**src/rtl/des_pkg.sv**
```systemverilog
// rtl/des_pkg.sv - DES state enum, permutation/S-box tables and helper functions
package des_pkg;

  typedef enum logic [1:0] {
    S_IDLE = 2'd0,
    S_ENC  = 2'd1,
    S_DEC  = 2'd2,
    S_DONE = 2'd3
  } state_t;

  // Tables use DES numbering: entry value 1 is the most-significant input bit.
  localparam int IP_T [64] = '{58,50,42,34,26,18,10,2, 60,52,44,36,28,20,12,4,
                               62,54,46,38,30,22,14,6, 64,56,48,40,32,24,16,8,
                               57,49,41,33,25,17,9,1,  59,51,43,35,27,19,11,3,
                               61,53,45,37,29,21,13,5, 63,55,47,39,31,23,15,7};
  localparam int FP_T [64] = '{40,8,48,16,56,24,64,32, 39,7,47,15,55,23,63,31,
                               38,6,46,14,54,22,62,30, 37,5,45,13,53,21,61,29,
                               36,4,44,12,52,20,60,28, 35,3,43,11,51,19,59,27,
                               34,2,42,10,50,18,58,26, 33,1,41,9,49,17,57,25};
  localparam int E_T [48]  = '{32,1,2,3,4,5, 4,5,6,7,8,9, 8,9,10,11,12,13, 12,13,14,15,16,17,
                               16,17,18,19,20,21, 20,21,22,23,24,25, 24,25,26,27,28,29, 28,29,30,31,32,1};
  localparam int P_T [32]  = '{16,7,20,21,29,12,28,17, 1,15,23,26,5,18,31,10,
                               2,8,24,14,32,27,3,9,    19,13,30,6,22,11,4,25};
  localparam int PC1_T [56] = '{57,49,41,33,25,17,9, 1,58,50,42,34,26,18, 10,2,59,51,43,35,27,
                                19,11,3,60,52,44,36, 63,55,47,39,31,23,15, 7,62,54,46,38,30,22,
                                14,6,61,53,45,37,29, 21,13,5,28,20,12,4};
  localparam int PC2_T [48] = '{14,17,11,24,1,5, 3,28,15,6,21,10, 23,19,12,4,26,8, 16,7,27,20,13,2,
                                41,52,31,37,47,55, 30,40,51,45,33,48, 44,49,39,56,34,53, 46,42,50,36,29,32};

  // Each S-box is 64 nibbles in row-major order (row = {b1,b6}, column = b2..b5).
  localparam logic [255:0] SBOX [8] = '{
    256'hE4D12FB83A6C5907_0F74E2D1A6CB9538_41E8D62BFC973A50_FC8249175B3EA06D,
    256'hF18E6B34972DC05A_3D47F28EC01A69B5_0E7BA4D158C6932F_D8A13F42B67C05E9,
    256'hA09E63F51DC7B428_D709346A285ECBF1_D6498F30B12C5AE7_1AD069874FE3B52C,
    256'h7DE3069A1285BC4F_D8B56F03472C1AE9_A690CB7DF13E5284_3F06A1D8945BC72E,
    256'h2C417AB6853FD0E9_EB2C47D150FA3986_421BAD78F9C5630E_B8C71E2D6F09A453,
    256'hC1AF92680D34E75B_AF427C9561DE0B38_9EF528C3704A1DB6_432C95FABE17608D,
    256'h4B2EF08D3C975A61_D0B7491AE35C2F86_14BDC37EAF680592_6BD814A7950FE23C,
    256'hD2846FB1A93E50C7_1FD8A374C56B0E92_7B419CE206ADF358_21E74A8DFC90356B};

  function automatic logic [63:0] perm_ip(input logic [63:0] x);
    logic [63:0] y;
    for (int k = 0; k < 64; k++) y[63-k] = x[64-IP_T[k]];
    return y;
  endfunction

  function automatic logic [63:0] perm_fp(input logic [63:0] x);
    logic [63:0] y;
    for (int k = 0; k < 64; k++) y[63-k] = x[64-FP_T[k]];
    return y;
  endfunction

  function automatic logic [55:0] perm_pc1(input logic [63:0] x);
    logic [55:0] y;
    for (int k = 0; k < 56; k++) y[55-k] = x[64-PC1_T[k]];
    return y;
  endfunction

  function automatic logic [47:0] perm_pc2(input logic [55:0] x);
    logic [47:0] y;
    for (int k = 0; k < 48; k++) y[47-k] = x[56-PC2_T[k]];
    return y;
  endfunction

  // Round function: expand, mix subkey, S-box substitute, permute.
  function automatic logic [31:0] feistel(input logic [31:0] r, input logic [47:0] k);
    logic [47:0] e;
    logic [31:0] s;
    logic [31:0] p;
    logic [5:0]  b;
    int          idx;
    for (int j = 0; j < 48; j++) e[47-j] = r[32-E_T[j]];
    e = e ^ k;
    for (int i = 0; i < 8; i++) begin
      b   = e[47-6*i -: 6];
      idx = {26'd0, b[5], b[0], b[4:1]};
      s[31-4*i -: 4] = SBOX[i][255-4*idx -: 4];
    end
    for (int j = 0; j < 32; j++) p[31-j] = s[32-P_T[j]];
    return p;
  endfunction

  // Rotate both 28-bit key halves left (encrypt schedule) or right (decrypt schedule).
  function automatic logic [55:0] cd_rol(input logic [55:0] cd, input logic two);
    if (two) return {cd[53:28], cd[55:54], cd[25:0], cd[27:26]};
    return {cd[54:28], cd[55], cd[26:0], cd[27]};
  endfunction

  function automatic logic [55:0] cd_ror(input logic [55:0] cd, input logic two);
    if (two) return {cd[29:28], cd[55:30], cd[1:0], cd[27:2]};
    return {cd[28], cd[55:29], cd[0], cd[27:1]};
  endfunction

  // Active-low {g,f,e,d,c,b,a} segment pattern for one hex digit.
  function automatic logic [6:0] hex7seg(input logic [3:0] n);
    case (n)
      4'h0: return 7'b1000000;  4'h1: return 7'b1111001;
      4'h2: return 7'b0100100;  4'h3: return 7'b0110000;
      4'h4: return 7'b0011001;  4'h5: return 7'b0010010;
      4'h6: return 7'b0000010;  4'h7: return 7'b1111000;
      4'h8: return 7'b0000000;  4'h9: return 7'b0010000;
      4'hA: return 7'b0001000;  4'hB: return 7'b0000011;
      4'hC: return 7'b1000110;  4'hD: return 7'b0100001;
      4'hE: return 7'b0000110;  default: return 7'b0001110;
    endcase
  endfunction

endpackage

```
**src/rtl/des_core.sv**
```systemverilog
// rtl/des_core.sv - iterative DES engine, one round per clock, 16-cycle start-to-done
module des_core
  import des_pkg::*;
(
  input  logic        clk,
  input  logic        rst_n,
  input  logic        start,
  input  logic        decrypt,
  input  logic [63:0] key,
  input  logic [63:0] din,
  output logic [63:0] dout,
  output logic        done
);

  logic [31:0] r_l, r_r;
  logic [55:0] r_cd;
  logic [3:0]  r_round;
  logic        r_busy, r_dec, r_done;
  logic [63:0] r_dout;

  logic [55:0] w_cd_enc, w_cd_next;
  logic [47:0] w_subkey;
  logic [31:0] w_r_new;
  logic        w_two_enc, w_two_dec;

  // Key schedule step: encrypt rotates before use, decrypt uses then rotates back.
  always_comb begin
    w_two_enc = !(r_round == 4'd0 || r_round == 4'd1 || r_round == 4'd8  || r_round == 4'd15);
    w_two_dec = !(r_round == 4'd0 || r_round == 4'd7 || r_round == 4'd14 || r_round == 4'd15);
    w_cd_enc  = cd_rol(r_cd, w_two_enc);
    if (r_dec) begin
      w_subkey  = perm_pc2(r_cd);
      w_cd_next = cd_ror(r_cd, w_two_dec);
    end else begin
      w_subkey  = perm_pc2(w_cd_enc);
      w_cd_next = w_cd_enc;
    end
    w_r_new = r_l ^ feistel(r_r, w_subkey);
  end

  // Load on start, then run 16 rounds; the last round registers the swapped, FP'd block.
  always_ff @(posedge clk) begin
    if (!rst_n) begin
      r_l <= '0; r_r <= '0; r_cd <= '0; r_round <= '0;
      r_busy <= 1'b0; r_dec <= 1'b0; r_done <= 1'b0; r_dout <= '0;
    end else begin
      r_done <= 1'b0;
      if (start) begin
        {r_l, r_r} <= perm_ip(din);
        r_cd       <= perm_pc1(key);
        r_round    <= '0;
        r_busy     <= 1'b1;
        r_dec      <= decrypt;
      end else if (r_busy) begin
        r_l     <= r_r;
        r_r     <= w_r_new;
        r_cd    <= w_cd_next;
        r_round <= r_round + 4'd1;
        if (r_round == 4'd15) begin
          r_busy <= 1'b0;
          r_done <= 1'b1;
          r_dout <= perm_fp({w_r_new, r_r});
        end
      end
    end
  end

  assign dout = r_dout;
  assign done = r_done;

endmodule

```
**src/rtl/des_wrapper.sv**
```systemverilog
// rtl/des_wrapper.sv - DES known-answer demo top; optional CIPHER_CHECK_EN drives LEDR[15]
module des_wrapper
  import des_pkg::*;
#(
  parameter logic [63:0] MSG_INIT = 64'h0123456789ABCDEF,
  parameter logic [63:0] KEY_INIT = 64'h133457799BBCDFF1
) (
  input  logic        clk,
  input  logic [3:0]  KEY,
  input  logic [15:0] SW,
  output logic [17:0] LEDR,
  output logic [6:0]  HEX0,
  output logic [6:0]  HEX1,
  output logic [6:0]  HEX2,
  output logic [6:0]  HEX3,
  output logic [6:0]  HEX4,
  output logic [6:0]  HEX5,
  output logic [6:0]  HEX6,
  output logic [6:0]  HEX7
);

`ifdef CIPHER_CHECK_EN
  localparam logic [63:0] CIPH_EXP = 64'h85E813540F0AB405;
`endif

  state_t      r_state, w_next;
  logic [63:0] r_cipher_q, r_plain_q;
  logic        w_rst_n, w_start, w_decrypt, w_done;
  logic [63:0] w_din, w_dout;
  logic [31:0] w_disp;
  logic        w_unused;

  assign w_rst_n  = KEY[0];
  assign w_unused = ^{KEY[3:1], SW[15:6]};

  // State register.
  always_ff @(posedge clk) begin
    if (!w_rst_n) r_state <= S_IDLE;
    else          r_state <= w_next;
  end

  // Sequencing: start encrypt from IDLE, chain decrypt of the ciphertext on encrypt done.
  always_comb begin
    w_next    = r_state;
    w_start   = 1'b0;
    w_decrypt = 1'b0;
    w_din     = MSG_INIT;
    case (r_state)
      S_IDLE: begin
        w_start = 1'b1;
        w_next  = S_ENC;
      end
      S_ENC: if (w_done) begin
        w_start   = 1'b1;
        w_decrypt = 1'b1;
        w_din     = w_dout;
        w_next    = S_DEC;
      end
      S_DEC:   if (w_done) w_next = S_DONE;
      S_DONE:  w_next = S_DONE;
      default: w_next = S_IDLE;
    endcase
  end

  // Capture the core result belonging to each phase.
  always_ff @(posedge clk) begin
    if (!w_rst_n) begin
      r_cipher_q <= '0;
      r_plain_q  <= '0;
    end else if (w_done) begin
      if (r_state == S_ENC) r_cipher_q <= w_dout;
      if (r_state == S_DEC) r_plain_q  <= w_dout;
    end
  end

  des_core u_core (
    .clk     (clk),
    .rst_n   (w_rst_n),
    .start   (w_start),
    .decrypt (w_decrypt),
    .key     (KEY_INIT),
    .din     (w_din),
    .dout    (w_dout),
    .done    (w_done)
  );

  // Display word: lowest set select bit wins.
  always_comb begin
    w_disp = 32'h0;
    if      (SW[0]) w_disp = MSG_INIT[63:32];
    else if (SW[1]) w_disp = MSG_INIT[31:0];
    else if (SW[2]) w_disp = KEY_INIT[31:0];
    else if (SW[3]) w_disp = r_cipher_q[31:0];
    else if (SW[4]) w_disp = r_cipher_q[63:32];
    else if (SW[5]) w_disp = r_plain_q[31:0];
  end

  // Status LEDs.
  always_comb begin
    LEDR      = '0;
    LEDR[17]  = (r_state == S_DONE);
    LEDR[16]  = (r_state == S_DONE) && (r_plain_q == MSG_INIT);
`ifdef CIPHER_CHECK_EN
    LEDR[15]  = (r_cipher_q == CIPH_EXP) && (r_state == S_DEC || r_state == S_DONE);
`else
    LEDR[15]  = 1'b0;
`endif
    LEDR[1:0] = r_state;
  end

  assign HEX0 = hex7seg(w_disp[3:0]);
  assign HEX1 = hex7seg(w_disp[7:4]);
  assign HEX2 = hex7seg(w_disp[11:8]);
  assign HEX3 = hex7seg(w_disp[15:12]);
  assign HEX4 = hex7seg(w_disp[19:16]);
  assign HEX5 = hex7seg(w_disp[23:20]);
  assign HEX6 = hex7seg(w_disp[27:24]);
  assign HEX7 = hex7seg(w_disp[31:28]);

endmodule

```
**config.mk**
```make
export PLATFORM = sky130hd
export DESIGN_NAME = des_wrapper
export DESIGN_NICKNAME = d
export VERILOG_FILES = /design/src/rtl/des_pkg.sv /design/src/rtl/des_core.sv /design/src/rtl/des_wrapper.sv
export SDC_FILE = /design/constraint.sdc
export NUM_CORES = 1
export LEC_CHECK = 0
export CAP_MARGIN = 20
export CORE_MARGIN = 3
export CORE_UTILIZATION = 47
export CTS_BUF_LIST = sky130_fd_sc_hd__clkbuf_16
export CTS_CLUSTER_DIAMETER = 30
export DETAILED_ROUTE_END_ITERATION = 8
export SYNTH_ARGS = -nofsm -noshare
export SYNTH_HDL_FRONTEND = slang
export SYNTH_SLANG_ARGS = --single-unit
```
**constraint.sdc**
```tcl
create_clock -name clk -period 11.6 [get_ports clk]
set_clock_uncertainty 0.1 [all_clocks]
set_input_delay 1.16 -clock clk [delete_from_list [all_inputs] [get_ports clk]]
set_output_delay 1.16 -clock clk [all_outputs]
set_load 0.01 [all_outputs]
```
# Yosys cells after proc, flatten, opt, wreduce, memory -nomap -nowiden
# Memories as Yosys holds them, arrays and structs flattened.
# Cells that the tools add are included.
# classes
add_sub_neg	9
eq_ne	11
shifts	8
n_mux	31
n_bitwise	5
n_reduce_logical	16
# op_table
operator	count
$shiftx A259 B32 Y4 const A	8
$mux W56	6
$mux W32	10
$mux W64	2
$sub A8 B8 Y9 const A	8
$eq A64 B57 Y1 const B	1
$mux W48	1
$xor A48 B48 Y48	1
$xor A32 B32 Y32	1
$eq A4 B4 Y1 const B	3
$mux W1	8
$pmux W2 S4	1
$logic_or A1 B1 Y1	6
$reduce_and A2 Y1	3
$add A4 B1 Y4 const B	1
$eq A2 B2 Y1 const B	2
$eq A4 B1 Y1 const B	1
$eq A4 B3 Y1 const B	1
$logic_not A4 Y1	1
$mux W2	2
$ne A2 B1 Y1 const B	2
$not A1 Y1	3
$reduce_and A3 Y1	1
$reduce_or A3 Y1	1
6 further kinds	6
# totals
reg_bits	321
mem_bits_ro	896
in_bits	21
out_inout_bits	74
word_cells	100
n_memories	8
# memory_table
name	words	width	read_ports	rd_ports_with_merged_regs	write_ports	line	source
(name not given)	16	7	1	0	0	des_pkg.sv:96	case (n)
(name not given)	16	7	1	0	0	des_pkg.sv:96	
(name not given)	16	7	1	0	0	des_pkg.sv:96	
(name not given)	16	7	1	0	0	des_pkg.sv:96	
(name not given)	16	7	1	0	0	des_pkg.sv:96	
(name not given)	16	7	1	0	0	des_pkg.sv:96	
+2 memories	--	--	--	--	--	--	

# Depth between registers and ports, before layout
# Gate-level depths: netlist of run 1.
# logic_depth
word_depth	12
depth_mapped	19
ltp_nobuf	16

# Cells and area by module
# From an unflattened synthesis of run 1, not the netlist that was laid out.
# hier_totals
hier_cells	3398
hier_area_um2	25932.4
# modules_own_cells
module	n_inst	cells_per_inst	area_per_inst_um2	seq_area_each_um2
des_core	1	2318	17335.4	3823.7
des_wrapper	1	1080	8597.0	2602.5

# Worst setup path after synthesis of run 1
# Ideal clock, no wire load.
# synth_path
kind	input port to output port
from	in SW[4]
to	out HEX4[3]
t_arrival_ps	3713
required_ps	10340
path_slack_ps	6627
stages	15
n_path_buf	4
path_cell_list	clkbuf_1 clkbuf_1 clkbuf_1 clkbuf_1 nor2_1 a21oi_1 nor2_1 a21oi_1 nor2_1 nor2_1 inv_1 ha_1 and2_1 a211oi_1 a21oi_1
# synth_via
elab_chain_len	6
# synth_rtl
element	line	source
from (decl)	des_wrapper.sv:10	input logic [15:0] SW,
$mux W32	des_wrapper.sv:94	else if (SW[4]) w_disp = r_cipher_q[63:32];
$mux W32	des_wrapper.sv:93	else if (SW[3]) w_disp = r_cipher_q[31:0];
$mux W32	des_wrapper.sv:92	else if (SW[2]) w_disp = KEY_INIT[31:0];
$mux W32	des_wrapper.sv:91	else if (SW[1]) w_disp = MSG_INIT[31:0];
$mux W32	des_wrapper.sv:90	if (SW[0]) w_disp = MSG_INIT[63:32];
$mem_v2 Z16 W7	--	
to (decl)	des_wrapper.sv:16	output logic [6:0] HEX4,
# No other way between the ends.

# Worst setup path in the final report of run 1
# layout_path
from	in SW[0]
to	out HEX2[6]
# layout_via
elab_chain_len	2
# layout_rtl
element	line	source
$mux W32	des_wrapper.sv:90	
$mem_v2 Z16 W7	--	
to (decl)	des_wrapper.sv:14	output logic [6:0] HEX2,
# No other way between the ends.

==> flow_summary.ini, run 1 <==
[run_status]
outcome = completed

[clock_tree]
cts_setup_buffers = 0
htree_levels = 3
cts_num_sinks = 321
cts_tree = done
clk_pin_slew_ps = 50
cts_buffers = 83
clockRootBuffer = clkbuf_16
cts.repair.resized = 0
cts_hold_buf = 0
cts_max_path_buffers = 3
clkLatencyLatePin_ps = 640

[global_routing]
antenna_found_initial = 0
grt_use_total_pct = 30.2
grt_pass1_vias = 22424
grt_pass1_wl_mm = 130
grt_overflow = 0
grt_max_degree = 93

[setup_path]
cpMaxStageDelayCell = a211oi_1
crit_chain = clkdlybuf4s50_1 -> or3_1 -> a211oi_1 -> inv_1 -> ha_1 -> inv_1 -> nor2_1 -> a21oi_1 -> o22ai_1 -> clkdlybuf4s50_1
startpoint = SW[0]
r2r_cells = 16
crit_family = buffers and inverters
timing.rr.start = u_core.r_round[0]
crit_arrival_ps = 4820
path_buf_inv = 4
startpoint_type = input port
cp_max_fo = 12
endpoint_kind = output pin
cp.required_ps = 10340
slowest_delay_ps = 910
reg2reg_slack_ps = 5680
critical_path_class = in2out
r2r_end = u_core.r_r[11]

[job]
drv_cap = 0

[floorplanning]
die-width_microns = 232
initial_utilization_pct = 47.6
die_h_microns = 232
core-area_sq_um = 50300
rows = 82
io-pin-count = 95
dieArea_sq_um = 53700

[power_and_ir_drop]
powerDensity_nw_per_um2 = 181
peakVddDrop_mv = 0.113
p_leak_nw = 10.1
switchingPower_mw = 1.75
p_int_mw = 3.23
pwr-share-seq_pct = 24.9
swShare_pct = 35.1
p_comb_share_pct = 28.9
p_clk_share_pct = 46.2

[routing]
drtAntennaViolNets = 0
routed_wl_mm = 84.3
top_layer = met4
vias_per_cell = 6.21
drtPass1Iterations = 6
wl_met1_mm = 36.9
drtIter0Drc = 2540
post_drt_wl_per_cell_microns = 21.3
met2WireLength_mm = 38.8
drc = 0
vias = 24647
dr_wl_met3_mm = 6.22

[final_layout]
fin_util_pct = 54.7
drive_gt1_share_pct = 8.43
syn_to_final_growth_pct = 14.9
final_cell_count_no_fill = 3968
n_antenna_cell = 0
filler_cell_count = 4805
design_area_sq_um = 27500
nNetsFinal = 3361

[worst_hold_path]
hp-start = u_core.dout[42]
holdPathEnd = r_plain_q[42]
whs_path_depth = 2
hold_class = reg2reg

[placed_design]
place_inst = 3811
portBuffers = 67
place_hpwl_mm = 55.5
place.gp.congestion = 0.918
place_area_sq_um = 24600

[yosys]
synth_edf_count = 0
ys_warn_count = 0
postSynthCellCount = 3304
synth_seq_cells = 321
synth.most_common_cell = nand2_1
yosysSeqAreaShare_pct = 26.8
synth_area_leaders = dfxtp_1 27%, nand2_1 9.1%, a21oi_1 7.8%, ha_1 6.0%, mux2i_1 4.3%
synth_compound_area_share_pct = 30.2
synth_ff_type = dfxtp_1
ys_types = 100
synth.cell_area_sq_um = 23900
synth_top_family_by_area = compound AO/OA/AOI/OAI gates
synth_fa_ha_area_share_pct = 6.09
yosys-mux-area-fraction_pct = 5.82
yosysTopAreaCell = dfxtp_1
yosys.area_share.simple_pct = 20.7
synthArstFlopShare_pct = 0
synth_top_cell_area_share_pct = 26.8
synth_common_cells = 580 x nand2_1, 375 x a21oi_1, 321 x dfxtp_1
syn_avg_cell_area_sq_um = 7.24
synth_xor_area_share_pct = 3.17

[timing]
setup_violations = 0
fmax_mhz = 164
setup_tns_ps = 0
relSlewSlack_pct = 26.8
min_period_ps = 6080
rsz0062_at_grt = no
tightest_slew_ps = 1090
drv_slew = 0
fin_crit_sh_pct = 52.4
finalHoldViolCount = 0
hold_slack_ps = 347
power by group through the flow:
stage	Sequential [mW]	Combinational [mW]	Clock, mW
3_3_place_gp	1.25	1.39	0
4_1_cts	1.23	1.42	2.32
2_1_floorplan	1.20	1.06	0
5_1_grt	1.24	1.56	2.39
3_5_place_dp	1.25	1.41	0
6_report	1.24	1.44	2.30
worst max-delay path by stage:
stage | endpoint | slack [ps] | cells past startpoint
4_1_cts | HEX2[4] | 5410 | 10
5_1_grt | HEX2[4] | 5300 | 10
2_1_floorplan | HEX4[3] | 6630 | 15
3_5_place_dp | HEX2[4] | 5440 | 10
3_3_place_gp | HEX2[4] | 5540 | 10
6_report | HEX2[6] | 5520 | 10
cells in the final DEF, fill, tap and decap left out, drive strengths merged, types with 14 or more instances in the layout:
| master | Yosys | final |
|---|---|---|
| nand2b | 33 | 33 |
| o21ai | 210 | 210 |
| or2 | 16 | 16 |
| a2111oi | 38 | 38 |
| mux2i | 104 | 104 |
| inv | 112 | 122 |
| nor2 | 261 | 261 |
| xnor2 | 51 | 51 |
| dfxtp | 321 | 321 |
| a31oi | 19 | 19 |
| or3 | 24 | 24 |
| conb | 1 | 14 |
| and3 | 18 | 18 |
| nor3 | 62 | 62 |
| o31ai | 16 | 16 |
| a211oi | 104 | 104 |
| o22ai | 39 | 39 |
| a21o | 19 | 19 |
| clkbuf | 178 | 84 |
| nand3 | 79 | 79 |
| nand2 | 580 | 580 |
| a21oi | 377 | 377 |
| o211ai | 90 | 90 |
| xor2 | 27 | 27 |
| a311oi | 31 | 31 |
| a211o | 17 | 17 |
| a221oi | 24 | 24 |
| mux2 | 21 | 21 |
| clkinv | 1 | 44 |
| ha | 114 | 114 |
| clkdlybuf4s50 | 0 | 64 |
| buf | 117 | 55 |
metal layers:
metal  vias to the layer above  global-route usage [%]
met5                         -                       0
met4                         0                    9.90
met3                       153                    5.24
met2                      1001                    48.6
met1                     11792                    41.1
li1                      11701                       -
state kept, by name, summed over array words and instances, names as in the netlist:
name and count:
r_cipher_q 64, r_plain_q 64, r_state 2, u_core.done 1, u_core.dout 64, u_core.r_busy 1
u_core.r_cd 56, u_core.r_dec 1, u_core.r_l 32, u_core.r_r 32, u_core.r_round 4
kinds of logic after synthesis:
family                     count (synthesis)
and+or+nand+nor                         1141
AOI/OAI and AO/OA                       1106
buffers and inverters                    408
DFF                                      321
muxes                                    130
adders and majority gates                117
xor gates and xnor gates                  80
other                                      1
stage by stage:
stage / power (mW) / setup slack [ps]
global route: 5.19 / 5300
global placement: 2.64 / 5540
detailed placement: 2.67 / 5440
CTS: 4.97 / 5410
floorplan: 2.25 / 6630
finish: 4.98 / 5520
tightest hold or removal path, stage by stage (launching register included):
cell and delay, ps:
dfxtp_1 310, nand2_1 50, a21oi_1 50
area by class of cell:
| cell class | count | area, sq um | area share (%) |
|---|---|---|---|
| well taps | 672 | 841 | 3.06 |
| multi-input cells | 2588 | 15900 | 57.8 |
| repair buffers | 119 | 1050 | 3.81 |
| clock buffers | 84 | 2100 | 7.65 |
| flip-flops and latches | 321 | 6430 | 23.4 |
| clock inverters | 71 | 737 | 2.68 |
| inverters | 113 | 429 | 1.56 |
Note: power is estimated with default switching activity, not from simulation.
==> inputs of run 2 (changes only) <==
==> constraint.sdc (replaced) <==
create_clock -name clk -period 6 [get_ports clk]
set_clock_uncertainty 0.1 [all_clocks]
set_input_delay 0.6 -clock clk [delete_from_list [all_inputs] [get_ports clk]]
set_output_delay 0.6 -clock clk [all_outputs]
set_load 0.01 [all_outputs]
==> run 2 against run 1 <==
Against the previous run:
- total power up 100%
- clock-buffer cell count increased by 1
- global-route usage rose by 0.31 points
- sequential share of layout area fell by 0.57 points
- wire length rose by 0.47%
- combinational power up 100%
- flip-flop and latch count did not move
- setup slack worse by 4400 ps
- sequential power increased by 94%
- register-to-register slack worse by 4600 ps
- largest power group unchanged
==> flow_summary.ini, run 2 (synthesized netlist as in run 1, its figures left out) <==
[setup_path]
crit_arrival_ps = 5280
cpMaxStageDelayCell = a2111oi_0
startpoint_type = register
cp.required_ps = 6370
endpoint_kind = register
critical_path_class = reg2reg
cp_max_fo = 50
slowest_delay_ps = 640
crit_chain = inv_1 -> ha_1 -> or2_1 -> o21ai_4 -> buf_12 -> buf_4 -> a21boi_0 -> o2111ai_2 -> inv_1 -> ha_1 -> nor3_1 -> a2111oi_0 -> a21oi_1 -> xor2_1 -> a21oi_1
path_buf_inv = 4
crit_family = compound AO/OA/AOI/OAI gates
reg2reg_slack_ps = 1090

[power_and_ir_drop]
powerDensity_nw_per_um2 = 361
p_total_mw = 10.2
peakVddDrop_mv = 0.226
p_leak_nw = 10.5

[clock_tree]
cts_buffers = 85
cts_setup_buffers = 0
htree_levels = 3
cts.repair.resized = 0
cts_num_sinks = 321
clk_pin_slew_ps = 40
cts_max_path_buffers = 3
cts_hold_buf = 0
cts_tree = done
clockRootBuffer = clkbuf_16
clkLatencyLatePin_ps = 630

[worst_hold_path]
hold_class = in2reg

[global_routing]
grt_max_degree = 131
grt.met2_usage_pct = 49.8
antenna_found_initial = 0
met3_usage_pct = 5.33
grt_pass1_wl_mm = 131
grt_pass1_vias = 22895
top_usage_layer = met2
grt_use_total_pct = 30.5
grt_overflow = 0
use_met1_pct = 40.7

[floorplanning]
die-width_microns = 232
core-area_sq_um = 50300
io-pin-count = 95
die_h_microns = 232
dieArea_sq_um = 53700
initial_utilization_pct = 47.6
rows = 82

[timing]
finalHoldViolCount = 0
tightest_slew_ps = 1120
setup_tns_ps = 0
drv_slew = 0
min_period_ps = 4910
fin_crit_sh_pct = 81.8
fmax_mhz = 204
rsz0062_at_grt = no
setup_violations = 0
relSlewSlack_pct = 24.8

[job]
drv_cap = 0

[routing]
vias_per_cell = 6.15
drc = 0
post_drt_wl_per_cell_microns = 21.1
drtPass1Iterations = 6
drtIter0Drc = 2418
drtAntennaViolNets = 0
vias = 24768
routed_wl_mm = 84.7

[final_layout]
filler_cell_count = 4766
final_common_cell = nand2_1
layout.area.seq_sq_um = 6430
multi_input_area_sq_um = 15900
mostFrequentLayoutCells = 580 x nand2_1, 374 x a21oi_1, 319 x dfxtp_1
n_antenna_cell = 0
syn_to_final_growth_pct = 17.7
nNetsFinal = 3415
fin_util_pct = 56.1
drive_gt1_share_pct = 10.4

[placed_design]
portBuffers = 67
place_hpwl_mm = 56.8
place.gp.congestion = 0.941

[run_status]
outcome = completed
run 2: final cells by class:
cell class	count	area share [%]
timing repair buffer	171	5.23
clock inverter	75	3.47
tap	672	2.98
multi-input combinational	2588	56.4
sequential	321	22.8
inverter	113	1.52
clock buffer	85	7.55
run 2: routing by layer:
metal	vias to the layer above	part of all wire, %	wire length (microns)
li1	11804	-	-
met1	11841	44	36900
met2	938	46	38900
met3	185	7.5	6340
met4	0	3.0	2560
met5	-	0	0
run 2: final timing paths:
check	from	end	cells after the start
worst min-delay path	KEY[0]	u_core.r_cd[17]	2
worst max-delay path	u_core.r_round[0]	u_core.dout[6]	15
worst max register to register	u_core.r_round[0]	u_core.dout[6]	15
worst min register to register	r_plain_q[48]	r_plain_q[48]	2
run 2: where the power goes:
group | switching [mW] | internal (mW)
clock | 1.52 | 3.38
combinational | 1.73 | 1.15
sequential | 0.187 | 2.21
run 2: stage by stage:
stage | hold WS (ps) | setup WS, ps | area [sq um] | std cells
after floorplan | 331 | 1820 | 24000 | 3317
after global placement | 341 | 1240 | 25100 | 3865
after detailed placement | 346 | 1220 | 25100 | 3865
after CTS | 223 | 1210 | 28200 | 4025
after global routing | 235 | 763 | 28200 | 4025
final | 253 | 1090 | 28200 | 4025
